<file path="config.mk">
export PLATFORM = sky130hd
export DESIGN_NAME = ppu_bg_fetch_sequencer_flat
export DESIGN_NICKNAME = d
export VERILOG_FILES = /design/src/rtl/ppu_bg_fetch_sequencer_if.sv /design/src/rtl/ppu_bg_fetch_sequencer.sv /design/src/flat_wrapper.sv
export SDC_FILE = /design/constraint.sdc
export NUM_CORES = 1
export LEC_CHECK = 0
export BUFFER_PORTS_ARGS = -buffer_cell sky130_fd_sc_hd__buf_2
export CORE_MARGIN = 2
export CORE_UTILIZATION = 58
export DETAILED_ROUTE_END_ITERATION = 12
export GPL_ROUTABILITY_DRIVEN = 0
export PLACE_DENSITY = 0.89
export SETUP_SLACK_MARGIN = 0.3
export SLEW_MARGIN = 20
export SYNTH_ARGS = -nofsm -noshare
export SYNTH_HDL_FRONTEND = slang
export SYNTH_SLANG_ARGS = --single-unit
</file>
<file path="constraint.sdc">
create_clock -name i_clk -period 3.9 [get_ports i_clk]
set_clock_uncertainty 0.05 [all_clocks]
set_input_delay 0.39 -clock i_clk [delete_from_list [all_inputs] [get_ports i_clk]]
set_output_delay 0.39 -clock i_clk [all_outputs]
set_load 0.03 [all_outputs]
</file>
<file path="src/rtl/ppu_bg_fetch_sequencer_if.sv">
// PPU bus between the background fetch sequencer (master) and VRAM (slave).
interface ppu_bg_fetch_sequencer_if;
  logic [13:0] o_address;
  logic        o_rd;
  logic [1:0]  o_fetch;
  logic [7:0]  i_data;

  modport master (
    output o_address,
    output o_rd,
    output o_fetch,
    input  i_data
  );

  modport slave (
    input  o_address,
    input  o_rd,
    input  o_fetch,
    output i_data
  );
endinterface

</file>
<file path="src/rtl/ppu_bg_fetch_sequencer.sv">
// Background tile fetch sequencer: NT -> AT -> PT_LO -> PT_HI, each fetch
// held FETCH_CYCLES cycles, producing one tile's pattern bytes and palette.
module ppu_bg_fetch_sequencer #(
  parameter int          FETCH_CYCLES = 2,
  parameter logic [13:0] NT_BASE      = 14'h2000
) (
  input  logic                            i_clk,
  input  logic                            i_reset_n,
  input  logic                            i_enable,
  input  logic [14:0]                     i_v,
  input  logic                            i_bg_table,
  ppu_bg_fetch_sequencer_if.master        bus,
  output logic [7:0]                      o_pattern_lo,
  output logic [7:0]                      o_pattern_hi,
  output logic [1:0]                      o_palette,
  output logic                            o_tile_done
);

  typedef enum logic [2:0] {
    S_IDLE  = 3'd0,
    S_NT    = 3'd1,
    S_AT    = 3'd2,
    S_PT_LO = 3'd3,
    S_PT_HI = 3'd4
  } state_t;

  localparam int            PW         = (FETCH_CYCLES > 1) ? $clog2(FETCH_CYCLES) : 1;
  localparam logic [PW-1:0] LAST_PHASE = PW'(FETCH_CYCLES - 1);
  localparam logic [13:0]   AT_BASE    = NT_BASE | 14'h03C0;

  state_t        state_q, state_d;
  logic [PW-1:0] phase_q, phase_d;
  logic [14:0]   v_q, v_d;
  logic [7:0]    nt_q, nt_d;
  logic [7:0]    at_q, at_d;
  logic [7:0]    pt_lo_q, pt_lo_d;
  logic [7:0]    pattern_lo_q, pattern_lo_d;
  logic [7:0]    pattern_hi_q, pattern_hi_d;
  logic [1:0]    palette_q, palette_d;
  logic          tile_done_q, tile_done_d;

  logic          last_phase;
  logic [2:0]    pal_shift;
  logic [7:0]    at_shifted;

  assign last_phase = (phase_q == LAST_PHASE);
  // Quadrant within the 32x32 attribute area picks one 2-bit field of the AT byte.
  assign pal_shift  = {v_q[6], v_q[1], 1'b0};
  assign at_shifted = at_q >> pal_shift;

  // State and data registers; reset clears any partial tile.
  always_ff @(posedge i_clk or negedge i_reset_n) begin
    if (!i_reset_n) begin
      state_q      <= S_IDLE;
      phase_q      <= '0;
      v_q          <= '0;
      nt_q         <= '0;
      at_q         <= '0;
      pt_lo_q      <= '0;
      pattern_lo_q <= '0;
      pattern_hi_q <= '0;
      palette_q    <= '0;
      tile_done_q  <= 1'b0;
    end else begin
      state_q      <= state_d;
      phase_q      <= phase_d;
      v_q          <= v_d;
      nt_q         <= nt_d;
      at_q         <= at_d;
      pt_lo_q      <= pt_lo_d;
      pattern_lo_q <= pattern_lo_d;
      pattern_hi_q <= pattern_hi_d;
      palette_q    <= palette_d;
      tile_done_q  <= tile_done_d;
    end
  end

  // Next-state: phase counting, fetch capture, abort on enable drop, tile completion.
  always_comb begin
    state_d      = state_q;
    phase_d      = phase_q;
    v_d          = v_q;
    nt_d         = nt_q;
    at_d         = at_q;
    pt_lo_d      = pt_lo_q;
    pattern_lo_d = pattern_lo_q;
    pattern_hi_d = pattern_hi_q;
    palette_d    = palette_q;
    tile_done_d  = 1'b0;

    case (state_q)
      S_IDLE: begin
        if (i_enable) begin
          state_d = S_NT;
          phase_d = '0;
          v_d     = i_v;
        end
      end

      S_NT, S_AT, S_PT_LO: begin
        if (!i_enable) begin
          state_d = S_IDLE;
          phase_d = '0;
        end else if (last_phase) begin
          phase_d = '0;
          case (state_q)
            S_NT: begin
              nt_d    = bus.i_data;
              state_d = S_AT;
            end
            S_AT: begin
              at_d    = bus.i_data;
              state_d = S_PT_LO;
            end
            default: begin
              pt_lo_d = bus.i_data;
              state_d = S_PT_HI;
            end
          endcase
        end else begin
          phase_d = phase_q + 1'b1;
        end
      end

      S_PT_HI: begin
        // The completion edge finishes the tile even if enable has just dropped.
        if (last_phase) begin
          pattern_lo_d = pt_lo_q;
          pattern_hi_d = bus.i_data;
          palette_d    = at_shifted[1:0];
          tile_done_d  = 1'b1;
          phase_d      = '0;
          if (i_enable) begin
            state_d = S_NT;
            v_d     = i_v;
          end else begin
            state_d = S_IDLE;
          end
        end else if (!i_enable) begin
          state_d = S_IDLE;
          phase_d = '0;
        end else begin
          phase_d = phase_q + 1'b1;
        end
      end

      default: begin
        state_d = S_IDLE;
        phase_d = '0;
      end
    endcase
  end

  // Bus outputs decoded from the state and the tile's latched v only.
  always_comb begin
    bus.o_address = '0;
    bus.o_rd      = 1'b0;
    bus.o_fetch   = 2'd0;
    case (state_q)
      S_NT: begin
        bus.o_address = NT_BASE | {2'b00, v_q[11:0]};
        bus.o_rd      = 1'b1;
        bus.o_fetch   = 2'd0;
      end
      S_AT: begin
        bus.o_address = AT_BASE | {2'b00, v_q[11:10], 4'b0000, v_q[9:7], v_q[4:2]};
        bus.o_rd      = 1'b1;
        bus.o_fetch   = 2'd1;
      end
      S_PT_LO: begin
        bus.o_address = {1'b0, i_bg_table, nt_q, 1'b0, v_q[14:12]};
        bus.o_rd      = 1'b1;
        bus.o_fetch   = 2'd2;
      end
      S_PT_HI: begin
        bus.o_address = {1'b0, i_bg_table, nt_q, 1'b1, v_q[14:12]};
        bus.o_rd      = 1'b1;
        bus.o_fetch   = 2'd3;
      end
      default: begin
        bus.o_address = '0;
        bus.o_rd      = 1'b0;
        bus.o_fetch   = 2'd0;
      end
    endcase
  end

  assign o_pattern_lo = pattern_lo_q;
  assign o_pattern_hi = pattern_hi_q;
  assign o_palette    = palette_q;
  assign o_tile_done  = tile_done_q;

endmodule

</file>
<file path="src/flat_wrapper.sv">
// flat-port wrapper written by rule: the top's interface ports become plain ports
module ppu_bg_fetch_sequencer_flat 
#(
  parameter int          FETCH_CYCLES = 2,
  parameter logic [13:0] NT_BASE      = 14'h2000
)
  (i_clk, i_reset_n, i_enable, i_v, i_bg_table, o_pattern_lo, o_pattern_hi, o_palette, o_tile_done, bus_o_address, bus_o_rd, bus_o_fetch, bus_i_data);
  ppu_bg_fetch_sequencer_if bus_i ();
  input  logic i_clk;
  input  logic i_reset_n;
  input  logic i_enable;
  input  logic [14:0] i_v;
  input  logic i_bg_table;
  output logic [7:0] o_pattern_lo;
  output logic [7:0] o_pattern_hi;
  output logic [1:0] o_palette;
  output logic o_tile_done;
  output wire logic [$bits(bus_i.o_address)-1:0] bus_o_address;
  output wire logic [$bits(bus_i.o_rd)-1:0] bus_o_rd;
  output wire logic [$bits(bus_i.o_fetch)-1:0] bus_o_fetch;
  input wire logic [$bits(bus_i.i_data)-1:0] bus_i_data;
  assign bus_o_address = bus_i.o_address;
  assign bus_o_rd = bus_i.o_rd;
  assign bus_o_fetch = bus_i.o_fetch;
  assign bus_i.i_data = bus_i_data;
  ppu_bg_fetch_sequencer #(.FETCH_CYCLES(FETCH_CYCLES), .NT_BASE(NT_BASE)) u_core (.i_clk(i_clk), .i_reset_n(i_reset_n), .i_enable(i_enable), .i_v(i_v), .i_bg_table(i_bg_table), .bus(bus_i), .o_pattern_lo(o_pattern_lo), .o_pattern_hi(o_pattern_hi), .o_palette(o_palette), .o_tile_done(o_tile_done));
endmodule
</file>
==> results.md, run 1 <==
* GRT met3 Usage at 5.35%
* Initial antenna violation count at 0
* Global routing usage on met1 at 30.6%
* Postcts setup bufs at 0
* Pwr dens at 595 nW/µm²
* Hold buffers post-CTS at 0
* Grt met2 use at 35.1%
* Req. time, crit path at 4.09 ns
* CTS Sinks at 62
* Final Hold Fails at 0
* DRT Wirelength at 5740 µm
* Final WS setup at 1.09 ns
* DRT iter0 DRCs at 103
* Unique masters post-synth at 33
* CP Capture Type: flip-flop
* Post-route minimum period at 2.81 ns
* EDFF count, synth at 0
* Crit-path slowest cell: dfrtp_1
* Predominant post-synthesis flop cell: dfrtp_1
* Sw Share at 32.9%
* ANT nets after route at 0
* Max Root-Sink Buffers at 2
* Worst skew pair latency at 0.35 ns
* Crit path capture: u_core.o_pattern_lo[1]
* Max-cap viol count at 0
* DRT Pass-1 Iters at 4
* FF-to-FF path depth at 3
* Multi-input gate area at 1190 µm²
* Tot GR Track Use at 23.4%
* Global-route wire length before repair at 9220 µm
* DP Cell Count at 314
* Post-synthesis compound-gate area fraction at 6.72%
* Number of vias per cell at 5.86
* Worst slew margin at 42.5%
* Root buffer cell: clkbuf_8
* Adder-Cell Fraction of Synth Area at 0%
* Row count at 25
* CP cell instances: nor3b_2 > and2_1 > mux2_2
* Crit path from: u_core.state_q[2]
* Grt ovf at 0
* Vias in the first global route at 1899
* Avg Inst Size Synth at 13.5 µm²
* Final Core Density at 70.8%
* Final instance area at 3320 µm²
* TritonCTS clock tree: yes
* Area grow syn2layout at 18.3%
* Total core area at 4690 µm²
* Sequential Power Share at 47.5%
* FF-to-FF setup slack at 1.09 ns
* Outcome: finished clean
* Crit path launch type: flip-flop
* Unrepaired setup endpoints after global routing: false
* Worst Path Max Fanout at 24
* Largest net degree at the start of global routing at 39
* Num ports at 63
* Worst setup path class: reg2reg
* Antenna Cells at 0
* Layer with the highest usage: met2
* Tcrit/Tclk final at 72.1%
* IO buf count at 62
* Warning count from the yosys run at 0
* Hold_ws at 0.0893 ns
* Xor and xnor area share after synthesis at 0.935%
* Crit path DAT at 3.00 ns
* Num CTS Buffers at 9
* Die area at 5420 µm²
* H-tree depth at 3
* Worst-Margin Slew at 0.863 ns
* Setup violators final at 0
* Critical R2R Capture: u_core.o_pattern_lo[1]
* Largest family of logic cells by synthesized area: multiplexers
* Yosys reg bits at 62
* Post-DP Area at 3130 µm²
* Final number of max-transition violations at 0
* Worst vdd ir at 0.000371 V
* Net count after synthesis at 235
* Pint at 1.33 mW
* Share of cells above drive strength 1 at 53.6%
* Mapped Area at 2810 µm²
* Die H at 73.6 µm
* Fmax at 0.356 GHz
* Total chip power at 1.98 mW
* Initial Util at 59.9%
* Psw at 0.651 mW
* DP HPWL at 3940 µm
* Area fraction in and, or, nand and nor cells after synthesis at 8.19%
* PostCTS Resize Cnt at 0
* Worst min path class: in2async
* Clock share of power at 27.0%
* Non-filler instance count after layout at 330
* Syn Inst Count at 208
* Max incr delay on CP at 0.79 ns
* Nets at 298
* Seq/Total Area, Yosys at 55.2%
* P_leak at 1.63 nW
* Remaining DRCs at 0
* Wire length per cell at 17.4 µm
* Post-synthesis mux area share at 26.4%
* Pre-CTS setup slack at 1.12 ns
* Comb power frac at 25.5%
* Worst r2r src: u_core.state_q[2]
* Setup TNS at 0 ns
* Ys async rst share at 100%
* Reg area at 1550 µm²
* Vias at 1935
* Die width at 73.6 µm
* Fill cells at 315
* Clk pin slew, worst setup/hold paths at 0.07 ns
==> synthesized netlist by cell type (all sizes together), types with 2 or more instances <==
| master | count | area [µm²] |
|---|---|---|
| nor3b | 3 | 27.5 |
| mux4 | 2 | 45.0 |
| clkbuf | 3 | 11.3 |
| a21oi | 8 | 40.0 |
| nor2b | 4 | 25.0 |
| o21ai | 5 | 25.0 |
| buf | 8 | 55.1 |
| nand3 | 2 | 15.0 |
| nor2 | 9 | 56.3 |
| xnor2 | 2 | 17.5 |
| and2 | 2 | 12.5 |
| mux2 | 62 | 698 |
| o31ai | 5 | 37.5 |
| nand2 | 12 | 45.0 |
| a22oi | 5 | 37.5 |
| a22o | 2 | 17.5 |
| nand2b | 3 | 18.8 |
| dfrtp | 62 | 1550 |
==> state kept, by name, indices dropped and copies added (netlist names) <==
| register | count |
|---|---|
| u_core.at_q | 8 |
| u_core.last_phase | 1 |
| u_core.nt_q | 8 |
| u_core.o_palette | 2 |
| u_core.o_pattern_hi | 8 |
| u_core.o_pattern_lo | 8 |
| u_core.o_tile_done | 1 |
| u_core.pt_lo_q | 8 |
| u_core.state_q | 3 |
| u_core.v_q | 15 |
==> layout by cell type (no fill, tap or decap), types with 2 or more instances in the layout <==
cell type	n
a21oi_1	8
a22o_1	2
a22oi_1	5
and2_1	2
buf_2	62
clkbuf_8	12
clkinvlp_4	2
dfrtp_1	62
mux2_1	2
mux2_2	60
mux4_2	2
nand2_1	12
nand2b_1	3
nor2_1	6
nor2_4	3
nor2b_1	4
nor3b_1	2
o21ai_0	5
o31ai_1	5
xnor2_1	2
==> power groups by stage <==
stage	Combinational, mW	Sequential (mW)	Clock, mW
after global placement	0.490	0.932	0
after global routing	0.544	0.954	0.569
after CTS	0.510	0.934	0.544
after floorplan	0.389	0.901	0
final	0.505	0.939	0.535
after detailed placement	0.505	0.944	0
==> routing by layer <==
metal  vias up  wire length (µm)  share of wire, %
met1       969              2420                42
li1        879                 -                 -
met5         -                 0                 0
met2        67              2820                49
met4         0               185               3.2
met3        20               318               5.5
==> kinds of logic (layout without fill, tap and decap cells) <==
group	after synthesis	after routing
AND/OR/NAND/NOR	38	38
multiplexers	64	64
buffers and inverters	12	80
XOR/XNOR	3	3
AO/OA/AOI/OAI	29	29
flip-flops	62	62
==> how the worst min path moves through the flow <==
stage / startpoint / end / depth (start not counted)
3_5_place_dp: u_core.o_palette[0] / u_core.o_palette[0] / 1
2_1_floorplan: i_reset_n / u_core.at_q[0] / 0
5_1_grt: i_reset_n / u_core.v_q[7] / 1
6_report: i_reset_n / u_core.v_q[12] / 1
3_3_place_gp: u_core.nt_q[7] / u_core.nt_q[7] / 1
4_1_cts: i_reset_n / u_core.v_q[11] / 1
==> area by class of cell <==
| type | count | area share [%] |
|---|---|---|
| Inverter | 1 | 0.113 |
| Multi-Input combinational cell | 134 | 35.8 |
| Clock buffer | 12 | 4.97 |
| Tap cell | 54 | 2.03 |
| Clock inverter | 4 | 0.866 |
| Sequential cell | 62 | 46.7 |
| Timing Repair Buffer | 63 | 9.56 |
==> critical path, delay by kind of cell (launching register included) <==
kind,cells,cell delay [ns]
multiplexers,1,0.42
AND/OR/NAND/NOR,2,1.43
flip-flops,1,0.79
Note: power is estimated with default switching activity, not from simulation.
==> run 2: changes to the inputs <==
- CORE_UTILIZATION: 58 -> 48
- PLACE_DENSITY: 0.89 -> 0.79
- clock period: 3.9 -> 2.47 ns (I/O delays scaled with it)
==> run 2 against run 1 <==
- worst setup slack lost 0.70 ns
- worst hold slack got worse by 0.0069 ns
- wire length up 3.6%
- register-to-register slack got worse by 0.65 ns
- first-iteration DRC count up 20%
- sequential power increased by 55%
- combinational power is 69% higher
- sequential share of layout area shrank 1.5 points
- critical endpoint is now bus_o_address[5]
==> results.md, run 2 (same netlist as run 1, synthesis figures left out) <==
* Pwr dens at 928 nW/µm²
* DRT Pass-1 Iters at 4
* Final Core Density at 61.9%
* Vias in the first global route at 1956
* Crit-path slowest cell: dfrtp_2
* Row count at 27
* CP dominant cell by count: buf_4
* Die H at 80.5 µm
* Largest net degree at the start of global routing at 30
* Total chip power at 3.20 mW
* Max-cap viol count at 0
* Clk pin slew, worst setup/hold paths at 0.07 ns
* Req. time, crit path at 2.17 ns
* Setup TNS at 0 ns
* Largest reg by FF count: u_core.v_q
* Reg area at 1560 µm²
* DRT Wirelength at 5950 µm
* Antenna Cells at 0
* Commonest non-fill, non-tap cell in the layout: mux2_2
* Vias at 1920
* Tot GR Track Use at 20.1%
* Worst setup path class: reg2out
* Multi-input gate area at 1200 µm²
* Worst slew margin at 56.9%
* Global-route wire length before repair at 9690 µm
* DP HPWL at 4130 µm
* Unrepaired setup endpoints after global routing: false
* Remaining DRCs at 0
* CTS Sinks at 62
* Tcrit/Tclk final at 84.3%
* Pre-CTS setup slack at 0.433 ns
* Crit path DAT at 1.78 ns
* Share of cells above drive strength 1 at 56.1%
* H-tree depth at 3
* Die width at 80.5 µm
* Non-filler instance count after layout at 357
* Fmax at 0.480 GHz
* Root buffer cell: clkbuf_8
* Final WS setup at 0.388 ns
* DRT iter0 DRCs at 124
* Max Root-Sink Buffers at 2
* Final number of max-transition violations at 0
* Wire length per cell at 16.7 µm
* ANT nets after route at 0
* Setup violators final at 0
* Total core area at 5570 µm²
* IO buf count at 62
* P_leak at 1.68 nW
* TritonCTS clock tree: yes
* Final Hold Fails at 0
* Grt ovf at 0
* Max incr delay on CP at 0.48 ns
* Post-route minimum period at 2.08 ns
* Worst skew pair latency at 0.34 ns
* Area grow syn2layout at 22.8%
* Num ports at 63
* Worst-Margin Slew at 0.647 ns
* Die area at 6480 µm²
* Nets at 307
* Num CTS Buffers at 9
* Number of vias per cell at 5.38
* Outcome: finished clean
* Worst Path Max Fanout at 9
* CP cell instances: buf_4 > nor2b_2 > a22oi_1 > o21ai_0 > buf_4
* Most frequent cells in the layout: 60 x mux2_2, 59 x dfrtp_1, 57 x buf_2
* Worst vdd ir at 0.000512 V
* Worst min path class: in2reg
* Crit path launch type: flip-flop
* DP Cell Count at 337
* Initial antenna violation count at 0
* CP Capture Type: output pin
* Max FFs per register at 15
* Fill cells at 430
* Initial Util at 50.4%
-- run 2: changes by cell type in the layout (fill, tap and decap cells not counted), moves of 2 or more --
cell	change
buf_4	+12
buf_2	-5
dfrtp_2	+2
clkbuf_8	-2
dfrtp_1	-3
-- run 2: stage by stage --
stage / instance area, µm² / hold WS [ns]
floorplan: 2810 / -0.0986
global placement: 3190 / 0.254
detailed placement: 3190 / 0.250
CTS: 3400 / 0.0728
global route: 3450 / 0.0793
finish: 3450 / 0.0824
-- run 2: worst paths after layout --
kind / from / endpoint / slack [ns] / cells after the start
max: u_core.state_q[1] / bus_o_address[5] / 0.39 / 5
min: i_v[13] / u_core.v_q[13] / 0.08 / 2
max reg2reg: u_core.state_q[0] / u_core.v_q[1] / 0.44 / 4
min reg2reg: u_core.o_palette[0] / u_core.o_palette[0] / 0.44 / 1
max in group asynchronous: i_reset_n / u_core.o_pattern_lo[0] / 1.24 / 3
min in group asynchronous: i_reset_n / u_core.v_q[2] / 0.42 / 2
-- run 2: critical path: cells and delay by family, from the launching register on --
| kind | cells | cell delay (ns) |
|---|---|---|
| DFF | 1 | 0.48 |
| and+or+nand+nor | 1 | 0.22 |
| buffers and inverters | 2 | 0.40 |
| AOI/OAI and AO/OA | 2 | 0.34 |
-- run 2: repair_timing --
| item | in CTS | in global routing |
|---|---|---|
| setup buffers | 0 | 3 |
| setup endpoints to repair | 14 | 10 |
| pin swaps | 0 | 1 |
| hold buffers | 1 | 0 |
| hold endpoints to repair | 27 | 0 |
| resized for setup | 4 | 9 |
-- run 2: layout make-up --
class	count	area share, %
multi-input combinational	134	34.8
inverter	1	0.109
timing repair buffer	72	11.6
sequential	62	45.1
clock buffer	11	4.10
tap	72	2.61
clock inverter	5	1.63
-- run 2: report_power, final --
group / total (mW) / internal, mW / switching (mW)
sequential: 1.46 / 1.26 / 0.194
combinational: 0.851 / 0.418 / 0.434
clock: 0.891 / 0.493 / 0.398
-- run 2: per-layer routing --
layer	global-route usage, %	vias up	share of wire, %
met2	31.0	62	47
met1	26.3	948	46
met5	0	-	0
met3	4.27	16	4.4
li1	-	894	-
met4	11.2	0	2.9
==> run 3: changes to the inputs <==
- clock period: 2.47 -> 1.8 ns (I/O delays scaled with it)
==> run 3 against run 2 <==
- the run now ends with setup timing left
- critical path type is now reg2reg
- register-to-register slack worse by 0.60 ns
- wire length is 54% higher
- worst setup slack worse by 0.55 ns
- global-route usage is 8.2 points higher
- non-clock buffer count is 30 higher
- power is 61% higher
- highest routed layer unchanged
- via count is 19% higher
- count of clock-buffer cells in the layout is 2 higher
- design area is 28% higher
- worst hold slack worse by 0.071 ns
- core utilization is 17 points higher
==> results.md, run 3 (same netlist as run 1, synthesis figures left out) <==
* Worst min path class: in2reg
* Worst setup path class: reg2reg
* Worst skew pair latency at 0.34 ns
* Worst Hold End: u_core.v_q[1]
* Reg area at 1560 µm²
* P_leak at 2.13 nW
* Antenna Cells at 0
* Num CTS Buffers at 9
* Hold path depth at 2
* Root buffer cell: clkbuf_8
* Grt ovf at 0
* Fmax at 0.510 GHz
* DP HPWL at 4310 µm
* Most frequent cells in the layout: 58 x dfrtp_1, 49 x mux2_4, 46 x buf_2
* Final Hold Fails at 0
* Crit path launch type: flip-flop
* Share of cells above drive strength 1 at 72.6%
* Number of vias per cell at 5.91
* Max Root-Sink Buffers at 2
* Max FFs per register at 15
* H-tree depth at 3
* Crit path DAT at 2.14 ns
* Worst slew margin at 63.0%
* Worst Path Max Fanout at 5
* FF-to-FF setup slack at -0.16 ns
* Post-DP Area at 3420 µm²
* Largest net degree at the start of global routing at 40
* Multi-input gate area at 1660 µm²
* Final number of max-transition violations at 0
* TritonCTS clock tree: yes
* Row count at 27
* Vias at 2283
* ANT nets after route at 0
* Die H at 80.5 µm
* DRT Wirelength at 9140 µm
* Final WS setup at -0.159 ns
* Outcome: finished with violations
* Worst-Margin Slew at 0.554 ns
* Area grow syn2layout at 57.0%
* Worst r2r src: u_core.state_q[1]
* Tcrit/Tclk final at 109%
* Largest reg by FF count: u_core.v_q
* Vias in the first global route at 2370
* Wire length per cell at 23.7 µm
* Worst vdd ir at 0.000922 V
* Final instance area at 4410 µm²
* Failing checks: setup timing
* Req. time, crit path at 1.98 ns
* DP Cell Count at 343
* Global-route wire length before repair at 13100 µm
* Nets at 337
* CTS Sinks at 62
* IO buf count at 62
* DRT iter0 DRCs at 201
* HP Start: i_v[1]
* Clk pin slew, worst setup/hold paths at 0.07 ns
* CP Capture Type: flip-flop
* Non-filler instance count after layout at 386
* Remaining DRCs at 0
* Initial Util at 50.4%
* FF-to-FF path depth at 7
* Pwr dens at 1170 nW/µm²
* Num ports at 63
* Max-cap viol count at 0
* Tot GR Track Use at 28.3%
* Hold_ws at 0.0111 ns
* Critical R2R Capture: u_core.o_pattern_hi[7]
* DRT Pass-1 Iters at 4
* Setup violators final at 34
* Post-route minimum period at 1.96 ns
* Setup TNS at -3.51 ns
* Fill cells at 296
* Initial antenna violation count at 0
* Total core area at 5570 µm²
* Unrepaired setup endpoints after global routing: true
* Die width at 80.5 µm
* Die area at 6480 µm²
* Commonest non-fill, non-tap cell in the layout: dfrtp_1
==> run 3: cell count changes in the layout (fill, tap and decap cells not counted), sizes merged <==
cell    delta
clkbuf     +1
bufinv     -1
buf       +31
clkinv     -1
inv        -1
==> run 3: critical path: stages, from the launching register on <==
cell	delay, ns
dfrtp_2	0.47
nor3b_4	0.32
buf_4	0.17
buf_6	0.10
and2_4	0.19
buf_6	0.13
buf_16	0.12
mux2_4	0.29
==> run 3: metal layers <==
metal	wire (µm)	share of wire [%]	global-route usage, %
met1	3760	41	36.2
met2	4420	48	44.3
met3	521	5.7	5.62
met4	445	4.9	17.5
met5	0	0	0
==> run 3: cell type report <==
| cell class | instances | area share (%) |
|---|---|---|
| flip-flops and latches | 62 | 35.3 |
| repair buffers | 102 | 20.8 |
| multi-input cells | 134 | 37.6 |
| inverters | 1 | 0.0851 |
| clock buffers | 13 | 3.83 |
| clock inverters | 2 | 0.369 |
| well taps | 72 | 2.04 |
==> run 3: how the worst max path moves through the flow <==
stage	startpoint	endpoint	slack, ns	cells after the start
after detailed placement	u_core.state_q[0]	bus_o_address[0]	0.005	5
after CTS	u_core.state_q[0]	bus_o_address[0]	-0.08	5
final	u_core.state_q[1]	u_core.o_pattern_hi[7]	-0.16	7
after global routing	u_core.state_q[1]	bus_o_address[9]	-0.20	5
after global placement	u_core.state_q[0]	bus_o_address[0]	0.11	5
after floorplan	u_core.state_q[1]	u_core.o_pattern_hi[0]	0.26	5
==> run 3: stage by stage <==
step	total power [mW]	utilization (%)	setup WS, ns
global placement	3.26	61.3	0.109
global route	5.33	79.2	-0.201
CTS	4.90	76.9	-0.0797
detailed placement	3.33	61.3	0.00460
finish	5.15	79.2	-0.159
floorplan	2.93	-	0.264
==> run 3: report_power, final <==
part | internal, mW | switching (mW) | total (mW) | leakage, nW
Combinational | 1.04 | 0.839 | 1.88 | 1.24
Sequential | 1.74 | 0.365 | 2.10 | 0.797
Clock | 0.608 | 0.557 | 1.17 | 0.0917
==> run 3: what timing repair did <==
item,4_1_cts,5_1_grt
hold buffers,1,0
pin swaps,12,4
setup endpoints to repair,75,77
setup buffers,21,1
gates cloned,5,0
endpoints found under the hold margin,23,0
resized for setup,107,32
